**src/rtl/llr_sat_alu.sv**
```systemverilog
// Multi-lane saturating LLR unit: add, sub (b-a), min-sum f and pass per lane,
// behind a two-register valid/ready pipeline with a saturating clamp-event counter.
module llr_sat_alu #(
    parameter int WIDTH     = 6,
    parameter int LANES     = 4,
    parameter int CNT_WIDTH = 16
) (
    input  logic                     clk,
    input  logic                     rst,
    input  logic                     in_valid,
    output logic                     in_ready,
    input  logic [2*LANES-1:0]       in_op,
    input  logic [WIDTH*LANES-1:0]   in_a,
    input  logic [WIDTH*LANES-1:0]   in_b,
    output logic                     out_valid,
    input  logic                     out_ready,
    output logic [WIDTH*LANES-1:0]   out_data,
    output logic [LANES-1:0]         out_sat,
    input  logic                     cnt_clr,
    output logic [CNT_WIDTH-1:0]     sat_cnt
);

    localparam int PC_W  = $clog2(LANES + 1);
    localparam int SUM_W = ((CNT_WIDTH > PC_W) ? CNT_WIDTH : PC_W) + 1;
    localparam logic signed [WIDTH:0] MAXW = {2'b00, {(WIDTH-1){1'b1}}};
    localparam logic signed [WIDTH:0] MINW = {2'b11, {(WIDTH-1){1'b0}}};
    localparam logic [SUM_W-1:0] CNT_MAX = {{(SUM_W-CNT_WIDTH){1'b0}}, {CNT_WIDTH{1'b1}}};

    // Returns {clamped_flag, value} for a WIDTH+1 bit intermediate.
    function automatic logic [WIDTH:0] clamp(input logic signed [WIDTH:0] x);
        if (x > MAXW)
            return {1'b1, MAXW[WIDTH-1:0]};
        else if (x < MINW)
            return {1'b1, MINW[WIDTH-1:0]};
        else
            return {1'b0, x[WIDTH-1:0]};
    endfunction

    function automatic logic signed [WIDTH:0] abs_sat(input logic signed [WIDTH:0] x);
        logic signed [WIDTH:0] m;
        m = x[WIDTH] ? -x : x;
        if (m > MAXW)
            m = MAXW;
        return m;
    endfunction

    function automatic logic [WIDTH:0] lane_op(input logic [1:0] op,
                                               input logic [WIDTH-1:0] a,
                                               input logic [WIDTH-1:0] b);
        logic signed [WIDTH:0] aw, bw, ma, mb, mag, neg;
        logic [WIDTH:0] r;
        r   = '0;
        aw  = {a[WIDTH-1], a};
        bw  = {b[WIDTH-1], b};
        ma  = abs_sat(aw);
        mb  = abs_sat(bw);
        mag = (ma < mb) ? ma : mb;
        neg = -mag;
        case (op)
            2'b00: r = clamp(aw + bw);
            2'b01: r = clamp(bw - aw);
            2'b10: begin
                // mag is never negative, so a zero result is always +0
                r[WIDTH-1:0] = (aw[WIDTH] ^ bw[WIDTH]) ? neg[WIDTH-1:0] : mag[WIDTH-1:0];
                r[WIDTH]     = (aw == MINW) && (bw == MINW);
            end
            default: r = {1'b0, a};
        endcase
        return r;
    endfunction

    logic                   en1, en2;
    logic                   vld_p1;
    logic [WIDTH*LANES-1:0] data_p1;
    logic [LANES-1:0]       sat_p1;
    logic [WIDTH*LANES-1:0] res_c;
    logic [LANES-1:0]       flg_c;
    logic [PC_W-1:0]        pc_c;
    logic [SUM_W-1:0]       sum_c;

    assign en2      = !out_valid | out_ready;
    assign en1      = !vld_p1 | en2;
    assign in_ready = en1 & !rst;

    always_comb begin
        res_c = '0;
        flg_c = '0;
        for (int i = 0; i < LANES; i++) begin
            {flg_c[i], res_c[WIDTH*i +: WIDTH]} =
                lane_op(in_op[2*i +: 2], in_a[WIDTH*i +: WIDTH], in_b[WIDTH*i +: WIDTH]);
        end
    end

    // S1: computed results
    always_ff @(posedge clk) begin
        if (rst)
            vld_p1 <= 1'b0;
        else if (en1)
            vld_p1 <= in_valid;
    end

    always_ff @(posedge clk) begin
        if (in_valid && in_ready) begin
            data_p1 <= res_c;
            sat_p1  <= flg_c;
        end
    end

    // S2: output register
    always_ff @(posedge clk) begin
        if (rst) begin
            out_valid <= 1'b0;
            out_data  <= '0;
            out_sat   <= '0;
        end else if (en2) begin
            out_valid <= vld_p1;
            if (vld_p1) begin
                out_data <= data_p1;
                out_sat  <= sat_p1;
            end
        end
    end

    always_comb begin
        pc_c = '0;
        for (int i = 0; i < LANES; i++)
            pc_c = pc_c + PC_W'(out_sat[i]);
        sum_c = SUM_W'(sat_cnt) + SUM_W'(pc_c);
    end

    always_ff @(posedge clk) begin
        if (rst || cnt_clr)
            sat_cnt <= '0;
        else if (out_valid && out_ready)
            sat_cnt <= (sum_c > CNT_MAX) ? {CNT_WIDTH{1'b1}} : sum_c[CNT_WIDTH-1:0];
    end

endmodule

```
**config.mk**
```make
export PLATFORM = sky130hd
export DESIGN_NAME = llr_sat_alu
export DESIGN_NICKNAME = d
export VERILOG_FILES = /design/src/rtl/llr_sat_alu.sv
export SDC_FILE = /design/constraint.sdc
export NUM_CORES = 1
export LEC_CHECK = 0
export BUFFER_PORTS_ARGS = -buffer_cell sky130_fd_sc_hd__buf_2
export CAP_MARGIN = 20
export CORE_UTILIZATION = 60
export DETAILED_ROUTE_END_ITERATION = 10
export HOLD_SLACK_MARGIN = 0.1
export PLACE_DENSITY = 0.82
export SYNTH_ARGS = -nofsm -noshare
export SYNTH_HDL_FRONTEND = slang
export SYNTH_SLANG_ARGS = --single-unit
```
**constraint.sdc**
```tcl
create_clock -name clk -period 5.28 [get_ports clk]
set_input_delay 0.792 -clock clk [delete_from_list [all_inputs] [get_ports clk]]
set_output_delay 0.792 -clock clk [all_outputs]
set_load 0.005 [all_outputs]
```
==> flow_metrics.env, run 1 <==
export IMPL_run_status="completed"
export IMPL_crit_path_top_delay_cell="a2111oi_4"
export IMPL_num_rows=42
export IMPL_final_max_slew_viol_count=0
export IMPL_dr_pass1_iters=6
export IMPL_critical_path_cell_chain="buf_2 > inv_1 > ha_1 > nor3b_2 > o211ai_1 > o2111ai_1 > nand2_1 > ha_1 > inv_1 > o2111a_1 > nand3_1 > a21o_1 > a2111oi_4 > a21oi_2 > o31ai_1 > ha_1 > nor2_1 > xor2_1 > and2_1 > o32a_1"
export IMPL_clk_pin_slew_worst_paths_ns=0.06
export IMPL_min_path_type="reg2reg"
export IMPL_route_vias_total=8574
export IMPL_synth_cell_area_sq_um=8370
export IMPL_fin_nets=1345
export IMPL_cts_repair_timing_setup_buffer_count=0
export IMPL_maxCapViolations=0
export IMPL_tightestPinTransition_ns=0.647
export IMPL_numPortBuffers=106
export IMPL_timing_final_crit_share=0.907
export IMPL_power_per_cell_area_nw_per_um2=213
export IMPL_layout_commonest_cell="nand2_1"
export IMPL_placeableCoreArea_sq_um=13400
export IMPL_hold_viol=0
export IMPL_power_leakage_nw=4.06
export IMPL_fin_worst_skew_ns=0.00832
export IMPL_design_portCount=107
export IMPL_timing_fmax_mhz=209
export IMPL_grt_setup_unrepaired="false"
export IMPL_design_die_area_sq_um=14400
export IMPL_tritoncts="yes"
export IMPL_reg2reg_slack_ns=2.04
export IMPL_grt_max_degree=34
export IMPL_synthDistinctLibCells=89
export IMPL_slowest_stage_delay_cp_ns=0.42
export IMPL_grt_pass1_vias=7842
export IMPL_finalWorstPathRequiredPeriod_ns=4.79
export IMPL_die_x_um=120
export IMPL_drt_iter0_drcs=697
export IMPL_setup_viol=0
export IMPL_detail_route_drc_violations=0
export IMPL_most_common_layout_cells="131 x nand2_1, 111 x a21oi_1, 106 x nor2_1, 106 x buf_2, 78 x inv_1"
export IMPL_dpl_hpwl_um=17500
export IMPL_grt_first_pass_wirelength_um=37100
export IMPL_clock_sink_count=74
export IMPL_synth_area_per_cell_sq_um=7.57
export IMPL_wire_per_inst_um=16.4
export IMPL_floorplan_die_height_um=120
export IMPL_final_hold_worst_slack_ns=0.455
export IMPL_grt_overflow_total=0
export IMPL_cts_resized=0
export IMPL_cp_required_ns=5.35
export IMPL_layout_cells_sized_above_1=0.142
export IMPL_crit_type="in2reg"
export IMPL_critical_path_buf_inv_count=3
export IMPL_synth_enable_flop_cells=28
export IMPL_fin_setup_tns_ns=0
export IMPL_synth_async_reset_ratio=0
export IMPL_grt_antenna_before_repair=0
export IMPL_ctsRootBufferMaster="clkbuf_16"
export IMPL_vdd_ir_drop_max_uv=181
export IMPL_cpLargestDelayFamily="compound AO/OA/AOI/OAI gates"
export IMPL_holdBufCountCts=0
export IMPL_critical_path_arrival_ns=4.86
export IMPL_final_antenna_net_count=0
export IMPL_effective_utilization_at_floorplan=0.624
export IMPL_postSynthRegisterBits=74
export IMPL_cp_max_fo=9
export IMPL_clk_latency_ns=0.32
export IMPL_cell_with_the_most_instances_on_the_worst_path="ha_1"
export IMPL_clock_path_buffers=2
export IMPL_fillCellCount=1145
export IMPL_antenna_cells=0
export IMPL_yosys_most_used_dff="dfxtp_1"
export IMPL_areaGrowthSynthToFinish_pct=11.7
export IMPL_clock_tree_htree_level_count=3
export IMPL_drt_total_wl_um=22600
export IMPL_avgViaCountPerCell=6.21
export IMPL_grt_total_usage=0.315
export IMPL_netlist_instances=1106
export IMPL_startpoint_class="input pin"
export IMPL_slew_headroom=0.568
export IMPL_seq_area_frac_synth=0.211
export IMPL_cts_made_buffers=9
export IMPL_setup_worst_path_end_class="flop"
export IMPL_gpl_final_weighted_congestion=0.981
export IMPL_yosys_warnings=0
## final timing paths
check | startpoint | cells after the start | endpoint
setup / recovery | in_a[7] | 20 | data_p1[8]
hold / removal | out_data[0] | 2 | out_data[0]
setup reg to reg | out_sat[0] | 12 | sat_cnt[5]
hold reg to reg | out_data[0] | 2 | out_data[0]
## registers in the layout, summed over array words and instances (netlist names)
| name | flops |
|---|---|
| out_data | 24 |
| sat_p1 | 4 |
| sat_cnt | 16 |
| vld_p1 | 1 |
| out_sat | 4 |
| data_p1 | 24 |
| out_valid | 1 |
## Yosys cell counts, types with 17 or more instances
master	n	area [sq um]
a21oi_1	111	556
a31oi_1	17	106
clkbuf_1	28	105
dfxtp_1	46	921
edfxtp_1	28	841
ha_1	73	913
inv_1	78	293
nand2_1	131	492
nand3_1	27	135
nor2_1	106	398
nor2b_1	26	163
nor3_1	30	150
o21ai_0	51	255
xnor2_1	20	175
## through the flow
| step | utilization | setup slack [ns] | area (sq um) | cells | power [mW] |
|---|---|---|---|---|---|
| after floorplan | - | 0.556 | 8410 | 1116 | 1.19 |
| after global placement | 0.674 | 0.301 | 9040 | 1364 | 1.38 |
| after detailed placement | 0.676 | 0.202 | 9050 | 1365 | 1.39 |
| after CTS | 0.698 | 0.532 | 9350 | 1381 | 1.98 |
| after global routing | 0.698 | 0.154 | 9350 | 1381 | 2.10 |
| final | 0.698 | 0.489 | 9350 | 1381 | 1.99 |
## where the power goes
part | total [mW] | internal, mW | switching, mW
clock network | 0.595 | 0.365 | 0.231
logic | 0.751 | 0.303 | 0.449
registers | 0.642 | 0.631 | 0.0116
total | 1.99 | 1.30 | 0.691
## cells by family after synthesis
family,after synthesis,share of synthesized area
adder cells (fa/ha/maj),90,0.143
buffers and inverters,123,0.0576
other,2,0.000897
AO/OA/AOI/OAI,344,0.273
AND/OR/NAND/NOR,408,0.234
multiplexers,33,0.0469
flip-flops,74,0.211
XOR/XNOR,32,0.0344
## layout make-up
cell class | instances | area, sq um | share of cell area
inverter | 82 | 308 | 0.0329
clock inverter | 7 | 70.1 | 0.00750
sequential | 74 | 1760 | 0.188
timing repair buffer | 114 | 598 | 0.0640
clock buffer | 9 | 225 | 0.0241
tap | 176 | 220 | 0.0236
multi-input combinational | 919 | 6160 | 0.659
## tightest hold or removal path: stages (launching register included)
cell and delay, ns:
dfxtp_1 0.30, nand2_1 0.05, a21oi_1 0.05
## layer usage
metal	wire, um	GRT usage
met5	0	0
met2	10600	0.522
met4	584	0.107
met3	1670	0.0318
met1	9750	0.425
No activity file was read; power rests on OpenSTA's default activity.
==> run 2: changes to the inputs <==
--- a/config.mk
+++ b/config.mk
@@ -8,9 +8,11 @@
 export BUFFER_PORTS_ARGS = -buffer_cell sky130_fd_sc_hd__buf_2
 export CAP_MARGIN = 20
 export CORE_UTILIZATION = 60
+export CTS_BUF_LIST = sky130_fd_sc_hd__clkbuf_4 sky130_fd_sc_hd__clkbuf_8 sky130_fd_sc_hd__clkbuf_16
 export DETAILED_ROUTE_END_ITERATION = 10
 export HOLD_SLACK_MARGIN = 0.1
 export PLACE_DENSITY = 0.82
+export REMOVE_ABC_BUFFERS = 1
 export SYNTH_ARGS = -nofsm -noshare
 export SYNTH_HDL_FRONTEND = slang
 export SYNTH_SLANG_ARGS = --single-unit
==> run 2 against run 1 <==
Compared with the run above: setup slack worse by 0.037 ns; critical path type unchanged; sequential power hardly changed; global-route usage is 0.64 points higher; highest routed layer unchanged; non-clock buffer count is 2 higher; total power is 2.3% higher; clock skew is 0.0018 ns lower; clock-buffer cell count is 1 higher; cell area is 0.27% higher; routed wire length is 1.1% higher; core utilization is 0.19 points higher; clock power is 7.1% higher.
==> flow_metrics.env, run 2 (synthesis results as in run 1) <==
export IMPL_slowest_stage_delay_cp_ns=0.39
export IMPL_internal_power_mw=1.33
export IMPL_drt_total_wl_um=22800
export IMPL_clk_pin_slew_worst_paths_ns=0.06
export IMPL_startpoint_class="input pin"
export IMPL_ctsRootBufferMaster="clkbuf_16"
export IMPL_crit_path_top_delay_cell="ha_1"
export IMPL_largest_registers="data_p1 (24), out_data (24), sat_cnt (16)"
export IMPL_switching_share=0.348
export IMPL_slew_headroom=0.441
export IMPL_grt_first_pass_wirelength_um=38100
export IMPL_layout_cells_sized_above_1=0.143
export IMPL_vdd_ir_drop_max_uv=143
export IMPL_cell_with_the_most_instances_on_the_worst_path="ha_1"
export IMPL_grt_antenna_before_repair=0
export IMPL_final_critical_path_setup_slack_ns=0.452
export IMPL_total_net_switching_power_uw=708
export IMPL_die_x_um=120
export IMPL_dr_pass1_iters=6
export IMPL_finalWorstPathRequiredPeriod_ns=4.83
export IMPL_setup_viol=0
export IMPL_timing_final_crit_share=0.914
export IMPL_avgViaCountPerCell=6.22
export IMPL_placeableCoreArea_sq_um=13400
export IMPL_hold_viol=0
export IMPL_cp_max_fo=9
export IMPL_fin_setup_tns_ns=0
export IMPL_clock_path_buffers=2
export IMPL_route_vias_total=8600
export IMPL_wire_per_inst_um=16.5
export IMPL_gpl_final_weighted_congestion=1.00
export IMPL_cts_repair_timing_setup_buffer_count=0
export IMPL_num_rows=42
export IMPL_cp_required_ns=5.36
export IMPL_fin_worst_skew_ns=0.00652
export IMPL_final_max_slew_viol_count=0
export IMPL_effective_utilization_at_floorplan=0.624
export IMPL_design_die_area_sq_um=14400
export IMPL_min_path_type="reg2reg"
export IMPL_grt_overflow_total=0
export IMPL_cts_resized=0
export IMPL_tightestPinTransition_ns=0.827
export IMPL_floorplan_die_height_um=120
export IMPL_run_status="completed"
export IMPL_final_antenna_net_count=0
export IMPL_critical_path_buf_inv_count=2
export IMPL_clock_tree_htree_level_count=3
export IMPL_areaGrowthSynthToFinish_pct=12.0
export IMPL_grt_max_degree=34
export IMPL_drt_iter0_drcs=740
export IMPL_clk_latency_ns=0.33
export IMPL_place_worst_setup_slack_ns=0.209
export IMPL_detail_route_drc_violations=0
export IMPL_grt_pass1_vias=7863
export IMPL_cpLargestDelayFamily="compound AO/OA/AOI/OAI gates"
export IMPL_critical_path_cell_chain="buf_2 > inv_1 > ha_1 > nor3b_2 > o211ai_1 > o2111ai_1 > nand2_1 > ha_1 > nor2b_1 > mux2i_1 > xnor2_2 > nand3b_1 > a2111o_1 > a21oi_2 > mux2i_1 > ha_1 > nor2_1 > xor2_1 > and2_1 > o32a_1"
export IMPL_sequential_power_share=0.316
export IMPL_power_per_cell_area_nw_per_um2=217
export IMPL_holdBufCountCts=0
export IMPL_antenna_cells=0
export IMPL_clock_sink_count=74
export IMPL_power_frac_clock=0.313
export IMPL_cts_made_buffers=9
export IMPL_power_leakage_nw=4.08
export IMPL_most_common_layout_cells="131 x nand2_1, 111 x a21oi_1, 106 x nor2_1, 106 x buf_2, 78 x inv_1"
export IMPL_combinational_cell_fraction_of_total_power=0.371
export IMPL_maxCapViolations=0
export IMPL_layout_commonest_cell="nand2_1"
export IMPL_setup_worst_path_end_class="flop"
export IMPL_grt_setup_unrepaired="false"
export IMPL_design_portCount=107
export IMPL_dpl_hpwl_um=17700
export IMPL_crit_type="in2reg"
export IMPL_numPortBuffers=106
export IMPL_grt_total_usage=0.321
export IMPL_fin_nets=1347
export IMPL_tritoncts="yes"
export IMPL_timing_fmax_mhz=207
export IMPL_critical_path_arrival_ns=4.91
-- run 2: power by group through the flow --
stage               logic, mW  registers, mW  clock network, mW
global placement        0.725          0.654                  0
finish                  0.755          0.643              0.637
floorplan               0.512          0.653                  0
detailed placement      0.736          0.655                  0
global route            0.836          0.645              0.670
CTS                     0.743          0.643              0.640
-- run 2: layout make-up --
| class | count | area (sq um) |
|---|---|---|
| flip-flops and latches | 74 | 1760 |
| inverters | 82 | 308 |
| fillers | 1185 | 4030 |
| repair buffers | 116 | 606 |
| multi-input cells | 919 | 6160 |
| clock inverters | 6 | 62.6 |
| clock buffers | 10 | 250 |
| well taps | 176 | 220 |
-- run 2: final timing paths --
| path | from | end | slack, ns | depth (start not counted) |
|---|---|---|---|---|
| hold reg to reg | out_data[1] | out_data[1] | 0.45 | 2 |
| hold / removal | out_data[1] | out_data[1] | 0.45 | 2 |
| setup / recovery | in_a[7] | data_p1[8] | 0.45 | 20 |
| setup reg to reg | out_sat[0] | sat_cnt[7] | 1.99 | 12 |
-- run 2: worst reg2reg max path: stages, from the launching register on --
cell and delay (ns):
dfxtp_1 0.34, fa_1 0.54, inv_1 0.05, fa_1 0.40, inv_1 0.09, fa_1 0.22
nand3_1 0.11, nor2_1 0.23, nand4_1 0.51, and2_1 0.43, nand2_1 0.13, o22ai_1 0.09
nor2_1 0.09
-- run 2: layer usage --
metal,vias to the layer above,part of all wire,track usage
met5,-,0,0
met4,0,0.019,0.0820
met3,41,0.070,0.0437
met2,346,0.47,0.534
met1,4002,0.44,0.436
li1,4211,-,-
-- run 2: through the flow --
stage	std cells	utilization	cell area [sq um]	total power [mW]	hold slack, ns
2_1_floorplan	1075	-	8230	1.17	0.447
3_3_place_gp	1367	0.676	9060	1.38	0.441
3_5_place_dp	1367	0.676	9060	1.39	0.445
4_1_cts	1383	0.699	9370	2.03	0.453
5_1_grt	1383	0.699	9370	2.15	0.478
6_report	1383	0.699	9370	2.04	0.451
==> run 3: changes to the inputs <==
--- a/config.mk
+++ b/config.mk
@@ -7,11 +7,11 @@
 export LEC_CHECK = 0
 export BUFFER_PORTS_ARGS = -buffer_cell sky130_fd_sc_hd__buf_2
 export CAP_MARGIN = 20
-export CORE_UTILIZATION = 60
+export CORE_UTILIZATION = 65
 export CTS_BUF_LIST = sky130_fd_sc_hd__clkbuf_4 sky130_fd_sc_hd__clkbuf_8 sky130_fd_sc_hd__clkbuf_16
 export DETAILED_ROUTE_END_ITERATION = 10
 export HOLD_SLACK_MARGIN = 0.1
-export PLACE_DENSITY = 0.82
+export PLACE_DENSITY = 0.88
 export REMOVE_ABC_BUFFERS = 1
 export SYNTH_ARGS = -nofsm -noshare
 export SYNTH_HDL_FRONTEND = slang
==> constraint.sdc (replaced) <==
create_clock -name clk -period 6.2 [get_ports clk]
set_input_delay 0.93 -clock clk [delete_from_list [all_inputs] [get_ports clk]]
set_output_delay 0.93 -clock clk [all_outputs]
set_load 0.005 [all_outputs]
==> run 3 against run 2 <==
Compared with the run above: core utilization up 4.2 points; setup slack better by 0.62 ns; register-to-register slack better by 0.86 ns; routed wire length about the same; combinational power down 15%; cell area down 0.60%; first-iteration DRC count up 19%; sequential share of layout area up 0.11 points; largest cell class unchanged; non-clock buffer count down 7; hold slack better by 0.0023 ns; critical path depth unchanged; clock power down 17%.
==> flow_metrics.env, run 3 (synthesis results as in run 1) <==
export IMPL_crit_path_top_delay_cell="a21oi_2"
export IMPL_setup_viol=0
export IMPL_cts_made_buffers=9
export IMPL_timing_rr_start="out_sat[0]"
export IMPL_reg2regPathDepth=10
export IMPL_drt_total_wl_um=22800
export IMPL_antenna_cells=0
export IMPL_post_place_cells=1356
export IMPL_effective_utilization_at_floorplan=0.666
export IMPL_areaGrowthSynthToFinish_pct=11.3
export IMPL_cts_resized=0
export IMPL_power_per_cell_area_nw_per_um2=184
export IMPL_gr_usage_met3=0.0539
export IMPL_grt_antenna_before_repair=0
export IMPL_fin_setup_tns_ns=0
export IMPL_internal_power_mw=1.12
export IMPL_numPortBuffers=106
export IMPL_layout_commonest_cell="nand2_1"
export IMPL_clock_sink_count=74
export IMPL_fillCellCount=1031
export IMPL_combinational_cell_fraction_of_total_power=0.372
export IMPL_min_path_type="reg2reg"
export IMPL_globalRouteMet2Util=0.560
export IMPL_drt_iter0_drcs=877
export IMPL_timing_final_crit_share=0.826
export IMPL_finalWorstPathRequiredPeriod_ns=5.12
export IMPL_wire_per_inst_um=16.6
export IMPL_critical_path_depth_in_cells=20
export IMPL_grt_first_pass_wirelength_um=36800
export IMPL_final_cell_count_no_fill=1372
export IMPL_grt_max_degree=34
export IMPL_dpl_hpwl_um=17600
export IMPL_dr_pass1_iters=6
export IMPL_crit_end="data_p1[8]"
export IMPL_tritoncts="yes"
export IMPL_cpLargestDelayFamily="compound AO/OA/AOI/OAI gates"
export IMPL_clk_pin_slew_worst_paths_ns=0.06
export IMPL_most_heavily_used_metal_layer_in_global_routing="met2"
export IMPL_grt_total_usage=0.343
export IMPL_clock_path_buffers=2
export IMPL_cell_with_the_most_instances_on_the_worst_path="ha_1"
export IMPL_crit_type="in2reg"
export IMPL_gpl_final_weighted_congestion=0.993
export IMPL_cp_max_fo=11
export IMPL_slowest_stage_delay_cp_ns=0.47
export IMPL_cp_required_ns=6.28
export IMPL_switching_share=0.345
export IMPL_ctsRootBufferMaster="clkbuf_16"
export IMPL_fin_nets=1340
export IMPL_sequential_power_share=0.320
export IMPL_power_leakage_nw=4.05
export IMPL_final_hold_worst_slack_ns=0.454
export IMPL_setup_worst_path_end_class="flop"
export IMPL_fin_worst_skew_ns=0.00960
export IMPL_critical_path_arrival_ns=5.20
export IMPL_detail_route_drc_violations=0
export IMPL_slew_headroom=0.477
export IMPL_critical_path_cell_chain="buf_2 > inv_1 > ha_1 > nor3b_2 > o211ai_1 > o2111ai_1 > nand2_1 > ha_1 > nor2b_1 > mux2i_1 > xnor2_2 > nand3b_1 > a2111o_1 > a21oi_2 > mux2i_1 > ha_1 > nor2_1 > xor2_1 > and2_1 > o32a_1"
export IMPL_holdBufCountCts=0
export IMPL_worst_hold_path_num_cells=2
export IMPL_reg2reg_slack_ns=2.85
export IMPL_regArea_sq_um=1760
export IMPL_grt_overflow_total=0
export IMPL_multiInputGateArea_sq_um=6160
export IMPL_grt_pass1_vias=7855
export IMPL_run_status="completed"
export IMPL_gr_usage_met1=0.446
export IMPL_final_core_utilization=0.741
export IMPL_hold_viol=0
export IMPL_critical_path_buf_inv_count=2
export IMPL_route_vias_total=8778
export IMPL_avgViaCountPerCell=6.40
export IMPL_cts_repair_timing_setup_buffer_count=0
export IMPL_timing_fmax_mhz=195
export IMPL_largest_registers="data_p1 (24), out_data (24), sat_cnt (16)"
export IMPL_layout_cells_sized_above_1=0.138
export IMPL_design_portCount=107
export IMPL_placeableCoreArea_sq_um=12600
export IMPL_clock_tree_htree_level_count=3
export IMPL_num_rows=41
export IMPL_die_x_um=115
export IMPL_final_max_slew_viol_count=0
export IMPL_startpoint_class="input pin"
export IMPL_total_net_switching_power_uw=593
export IMPL_most_common_layout_cells="131 x nand2_1, 111 x a21oi_1, 106 x nor2_1, 106 x buf_2, 78 x inv_1"
export IMPL_vdd_ir_drop_max_uv=140
export IMPL_design_die_area_sq_um=13300
export IMPL_crit_reg2reg_capture="sat_cnt[2]"
export IMPL_floorplan_die_height_um=115
export IMPL_startpoint="in_a[7]"
export IMPL_grt_setup_unrepaired="false"
export IMPL_tightestPinTransition_ns=0.775
export IMPL_maxCapViolations=0
export IMPL_power_frac_clock=0.308
export IMPL_clk_latency_ns=0.33
export IMPL_final_antenna_net_count=0
run 3: worst min-delay path by stage:
stage,startpoint,endpoint,slack (ns)
final,out_data[7],out_data[7],0.45
after detailed placement,out_data[13],out_data[13],0.45
after global routing,out_data[13],out_data[13],0.48
after floorplan,out_data[0],out_data[0],0.45
after CTS,out_data[13],out_data[13],0.46
after global placement,out_data[1],out_data[1],0.44
run 3: metrics by stage:
step	setup slack (ns)	area (sq um)	total power, mW
global route	0.741	9320	1.81
floorplan	1.47	8230	0.993
CTS	1.14	9320	1.71
detailed placement	0.808	9010	1.18
finish	1.08	9320	1.72
global placement	0.979	8990	1.16
run 3: layout make-up:
type,count,share of cell area
multi-input combinational,919,0.662
sequential,74,0.189
timing repair buffer,109,0.0602
inverter,82,0.0330
clock buffer,12,0.0273
tap,172,0.0231
clock inverter,4,0.00564
run 3: power by group through the flow:
stage	registers [mW]	clock network (mW)	logic (mW)
floorplan	0.556	0	0.436
global placement	0.558	0	0.605
detailed placement	0.558	0	0.620
CTS	0.548	0.533	0.625
global route	0.551	0.557	0.703
finish	0.549	0.529	0.639
run 3: per-layer routing:
metal,wire [um],vias to the layer above
li1,-,4192
met1,9510,4027
met2,10600,470
met3,1870,89
met4,884,0
met5,0,-
run 3: tightest hold or removal path: stages (launching register included):
cell	delay [ns]
dfxtp_1	0.31
nand2_1	0.05
a21oi_1	0.05
